==> src/rtl/led_fill_monitor.sv <==
// Watches the bar pattern from a fill-up LED chaser, locks onto a correct
// fill sequence and counts protocol errors and full-bar wraps.
module led_fill_monitor #(
    parameter int LOCK_STEPS = 3
) (
    input  logic       CLK,
    input  logic       RST,
    input  logic       EN,
    input  logic [7:0] Q_IN,
    output logic [3:0] LEVEL,
    output logic       LOCKED,
    output logic       ERR,
    output logic       WRAP,
    output logic [7:0] ERR_CNT,
    output logic [7:0] WRAP_CNT
);

    localparam logic [3:0] LOCK_N = 4'(LOCK_STEPS);

    typedef enum logic [1:0] {
        IDLE = 2'd0,
        SYNC = 2'd1,
        LOCK = 2'd2
    } state_t;

    state_t     state;
    logic [3:0] ref_lvl;
    logic [3:0] good_cnt;

    logic       legal;
    logic [3:0] lvl;
    logic [3:0] succ_lvl;
    logic       is_succ;
    logic       err_evt;
    logic       wrap_evt;

    // A thermometer code has no set bit above a clear one, so x & (x+1) == 0.
    function automatic logic is_thermo(input logic [7:0] code);
        logic [7:0] next_code;
        next_code = code + 8'd1;
        return (code & next_code) == 8'd0;
    endfunction

    function automatic logic [3:0] ones(input logic [7:0] code);
        logic [3:0] n;
        n = 4'd0;
        for (int i = 0; i < 8; i++) begin
            n = n + {3'd0, code[i]};
        end
        return n;
    endfunction

    function automatic logic [7:0] sat_inc(input logic [7:0] v);
        return (v == 8'hFF) ? v : v + 8'd1;
    endfunction

    always_comb begin
        legal    = is_thermo(Q_IN);
        lvl      = ones(Q_IN);
        succ_lvl = (ref_lvl == 4'd8) ? 4'd0 : ref_lvl + 4'd1;
        is_succ  = legal && (lvl == succ_lvl);
        err_evt  = EN && (!legal || (state == LOCK && !is_succ));
        wrap_evt = EN && (state == LOCK) && is_succ && (ref_lvl == 4'd8);
    end

    always_ff @(posedge CLK) begin
        if (RST) begin
            state    <= IDLE;
            ref_lvl  <= 4'd0;
            good_cnt <= 4'd0;
            LEVEL    <= 4'd0;
            LOCKED   <= 1'b0;
            ERR      <= 1'b0;
            WRAP     <= 1'b0;
            ERR_CNT  <= 8'd0;
            WRAP_CNT <= 8'd0;
        end else begin
            ERR  <= err_evt;
            WRAP <= wrap_evt;
            if (err_evt) begin
                ERR_CNT <= sat_inc(ERR_CNT);
            end
            if (wrap_evt) begin
                WRAP_CNT <= sat_inc(WRAP_CNT);
            end
            if (EN) begin
                if (legal) begin
                    ref_lvl <= lvl;
                    LEVEL   <= lvl;
                end
                case (state)
                    IDLE: begin
                        if (legal) begin
                            state    <= SYNC;
                            good_cnt <= 4'd0;
                        end
                    end
                    SYNC: begin
                        if (is_succ) begin
                            good_cnt <= good_cnt + 4'd1;
                            if (good_cnt + 4'd1 >= LOCK_N) begin
                                state  <= LOCK;
                                LOCKED <= 1'b1;
                            end
                        end else if (legal) begin
                            good_cnt <= 4'd0;
                        end else begin
                            state    <= IDLE;
                            good_cnt <= 4'd0;
                        end
                    end
                    LOCK: begin
                        if (!is_succ) begin
                            state    <= legal ? SYNC : IDLE;
                            good_cnt <= 4'd0;
                            LOCKED   <= 1'b0;
                        end
                    end
                    default: begin
                        state    <= IDLE;
                        good_cnt <= 4'd0;
                        LOCKED   <= 1'b0;
                    end
                endcase
            end
        end
    end

endmodule

==> config.mk <==
export PLATFORM = sky130hd
export DESIGN_NAME = led_fill_monitor
export DESIGN_NICKNAME = d
export VERILOG_FILES = /design/src/rtl/led_fill_monitor.sv
export SDC_FILE = /design/constraint.sdc
export NUM_CORES = 1
export LEC_CHECK = 0
export CELL_PAD_IN_SITES_DETAIL_PLACEMENT = 0
export CELL_PAD_IN_SITES_GLOBAL_PLACEMENT = 1
export CORE_MARGIN = 2
export CORE_UTILIZATION = 35
export DETAILED_ROUTE_END_ITERATION = 10
export GPL_ROUTABILITY_DRIVEN = 1
export PLACE_DENSITY_LB_ADDON = 0.1
export RECOVER_POWER = 50
export SYNTH_ARGS = -nofsm -noshare
export SYNTH_HDL_FRONTEND = slang
export SYNTH_SLANG_ARGS = --single-unit
==> constraint.sdc <==
create_clock -name CLK -period 4.1 [get_ports CLK]
set_input_delay 0.82 -clock CLK [delete_from_list [all_inputs] [get_ports CLK]]
set_output_delay 0.82 -clock CLK [all_outputs]
set_load 0.01 [all_outputs]
==> metrics.cfg <==
[final_layout]
stdcell_count = 351
drive_above_1_share = 0.2527
final_nets = 306
utilization = 0.5375
area_growth_syn_to_layout_pct = 48.85
n_antenna_cell = 0
post-route-cell-area_um2 = 2745

[place]
dp_hpwl_um = 3161
place_congestion = 0.7446
port_buffers = 33
dpl_cell_area_um2 = 2452
place_inst = 331

[detailed_routing]
drt_iter0_drc = 63
dr.pass1.iters = 5
vias = 1739
antenna_left = 0
drt-total-wl_um = 4359
via_per_inst = 4.954
drc = 0
wire_per_inst_um = 12.42

[cts]
root_buffer = clkbuf_8
clock_sinks = 29
clk_latency_ns = 0.28
clk_pin_slew_ns = 0.07
cts_max_level = 2
clockBufferDepth = 2
numCtsBuffers = 5
holdBufCountCts = 0
cts_tree = done

[timing]
setup_tns_ns = -3.595
rsz0062_at_grt = true
period_needed_ns = 4.368
max_clock_freq_mhz = 228.9
maxSlewHeadroom = 0.6090
setup_viol = 21
fin_ws_ns = -0.2684
worstMarginPinSlew_ns = 0.5847
fin_crit_sh = 1.065
final_max_slew_viol_count = 0
final-hold-violation-count = 0
fin_skew_ns = 0.003977

[yosys]
syn_area_um2 = 1844
yosysUniqueCellTypes = 45
ys_warn_count = 0
synth_area_leader_cell = dfxtp_1
syn-num-nets = 243
synth-async-reset-ratio = 0
synth_area_leaders = dfxtp_1 31%, ha_1 7.5%, fa_1 4.3%
synthTopCellsByCount = 29 x dfxtp_1, 21 x nor2_1, 18 x inv_1
netlist_instances = 217
yosysSeqAreaShare = 0.3148
yosysMostFrequentCell = dfxtp_1
synth.top_cell.area_share = 0.3148
ys.flop_type = dfxtp_1
avgSynthCellArea_um2 = 8.499
ys_seq_elements = 29
synth_edf_count = 0

[critical_path]
critPathSlowestCell = fa_1
crit_top_cell = fa_1
critPathArrivalTime_ns = 4.53
critPathMaxFanout = 8
crit_chain = buf_8, inv_4, fa_1, fa_1, fa_1, inv_1, ha_2, inv_2, fa_2, xor2_1, nand3_1, buf_4, a211o_1, buf_12, o311ai_4, buf_4, o41ai_2
slowest_delay_ns = 0.54
start_kind = input pin
critical_path_class = in2reg
cp_data_required_time_ns = 4.27
worstSetupEndpointType = register

[floorplanning]
initial_core_util = 0.3611
rows = 26
dieArea_um2 = 5866
dieWidth_um = 76.59
core_um2 = 5107
die_y_um = 76.59
io_pins = 34

[status]
violations = setup timing
outcome = finished, violations left

[pwr]
power_density_nw_per_um2 = 294.9
max-vdd-ir-drop_v = 0.0001155
power.leakage_nw = 1.165

[grt]
grt_use_total = 0.1532
grt_max_degree = 19
overflow = 0
grt_pass1_wl_um = 7320
grt_pass1_vias = 1615
antenna_found_initial = 0

[run]
max-cap-violations = 0

[worst_hold_path]
hp-class = reg2reg

## sequential cells by signal (all words and copies together), names as in the netlist
name,flops
ERR,1
ERR_CNT,8
LOCKED,1
WRAP,1
WRAP_CNT,8
good_cnt,4
ref_lvl,4
state,2
## critical path, delay by kind of cell
kind	cells	cell delay [ns]
adders and majority gates	5	2.11
buffers and inverters	7	0.70
AOI/OAI and AO/OA	3	0.67
xor gates and xnor gates	1	0.15
and+or+nand+nor	1	0.11
## cells by family (layout without fill, tap and decap cells)
family,count (synthesis),count (layout),synth area share
AO/OA/AOI/OAI,43,44,0.1737
XOR/XNOR,10,10,0.04749
adder cells (fa/ha/maj),15,15,0.1180
buffers and inverters,24,87,0.04952
flip-flops,29,29,0.3148
multiplexers,4,4,0.02171
AND/OR/NAND/NOR,92,92,0.2748
## final timing paths
path / cells after the start / slack [ns] / endpoint / from
hold reg to reg: 2 / 0.51 / ERR_CNT[5]$_SDFFE_PP0P_ / ERR_CNT[5]$_SDFFE_PP0P_
setup reg to reg: 11 / 1.61 / good_cnt[1]$_SDFFE_PP0P_ / ref_lvl[0]$_SDFFE_PP0P_
setup / recovery: 17 / -0.27 / good_cnt[1]$_SDFFE_PP0P_ / Q_IN[1]
hold / removal: 2 / 0.51 / ERR_CNT[5]$_SDFFE_PP0P_ / ERR_CNT[5]$_SDFFE_PP0P_
## final cells by class
class                           instances  area (µm²)
Fill cell                             501        2362
Multi-Input combinational cell        165        1303
Timing Repair Buffer                   61       590.6
Sequential cell                        29       580.6
Clock buffer                            7       96.34
Tap cell                               70       87.58
Inverter                               18       82.58
Clock inverter                          1       5.005
## timing repair
| action | in CTS | in global routing |
|---|---|---|
| pin swaps | 10 | 22 |
| gates cloned | 1 | 0 |
| setup endpoints to repair | 25 | 25 |
| endpoints found under the hold margin | 0 | 0 |
| gates resized for setup | 22 | 26 |
| buffers inserted | 5 | 8 |
## power breakdown
| group | switching (mW) | internal [mW] |
|---|---|---|
| Combinational | 0.118 | 0.136 |
| Sequential | 0.00623 | 0.286 |
| Clock | 0.111 | 0.152 |
| Total | 0.236 | 0.574 |
## per-stage QoR
stage	hold slack (ns)	worst slack, ns	total power, mW
6_report	0.5106	-0.2684	0.8094
5_1_grt	0.5443	-0.4288	0.8515
4_1_cts	0.5219	-0.5833	0.7839
3_5_place_dp	0.5083	-1.046	0.5033
3_3_place_gp	0.4963	-0.9664	0.5016
2_1_floorplan	0.4822	-0.2554	0.4241
## cell usage in the layout, fill, tap and decap left out, types with 2 or more instances in the layout
cell type,count
a2111oi_4,2
a21o_1,3
a21oi_1,10
a21oi_2,2
a31oi_1,2
and3_1,3
buf_12,2
buf_4,22
buf_6,6
clkbuf_8,7
clkdlybuf4s50_1,16
dfxtp_1,29
dlygate4sd3_1,13
fa_1,3
ha_1,10
inv_1,13
inv_2,3
mux2i_1,4
nand2_1,15
nand2_2,2
nand2b_1,2
nand3_1,10
nand3b_1,4
nand4_1,6
nor2_1,19
nor2_4,2
nor2b_1,7
nor3_1,2
o211ai_1,2
o21a_1,2
o21ai_0,4
o21ai_1,8
o21ai_4,2
or2_2,2
or3_1,6
or4_4,2
xnor2_2,3
xor2_1,7
## per-layer routing
metal	wire length [µm]	share of wire	global-route usage	up-vias
li1	-	-	-	888
met1	2086	0.48	0.1946	823
met2	2082	0.48	0.2540	26
met3	165	0.038	0.04265	2
met4	24	0.0055	0.04364	0
met5	0	0	0	-
Power figures use the tool's default switching activity.
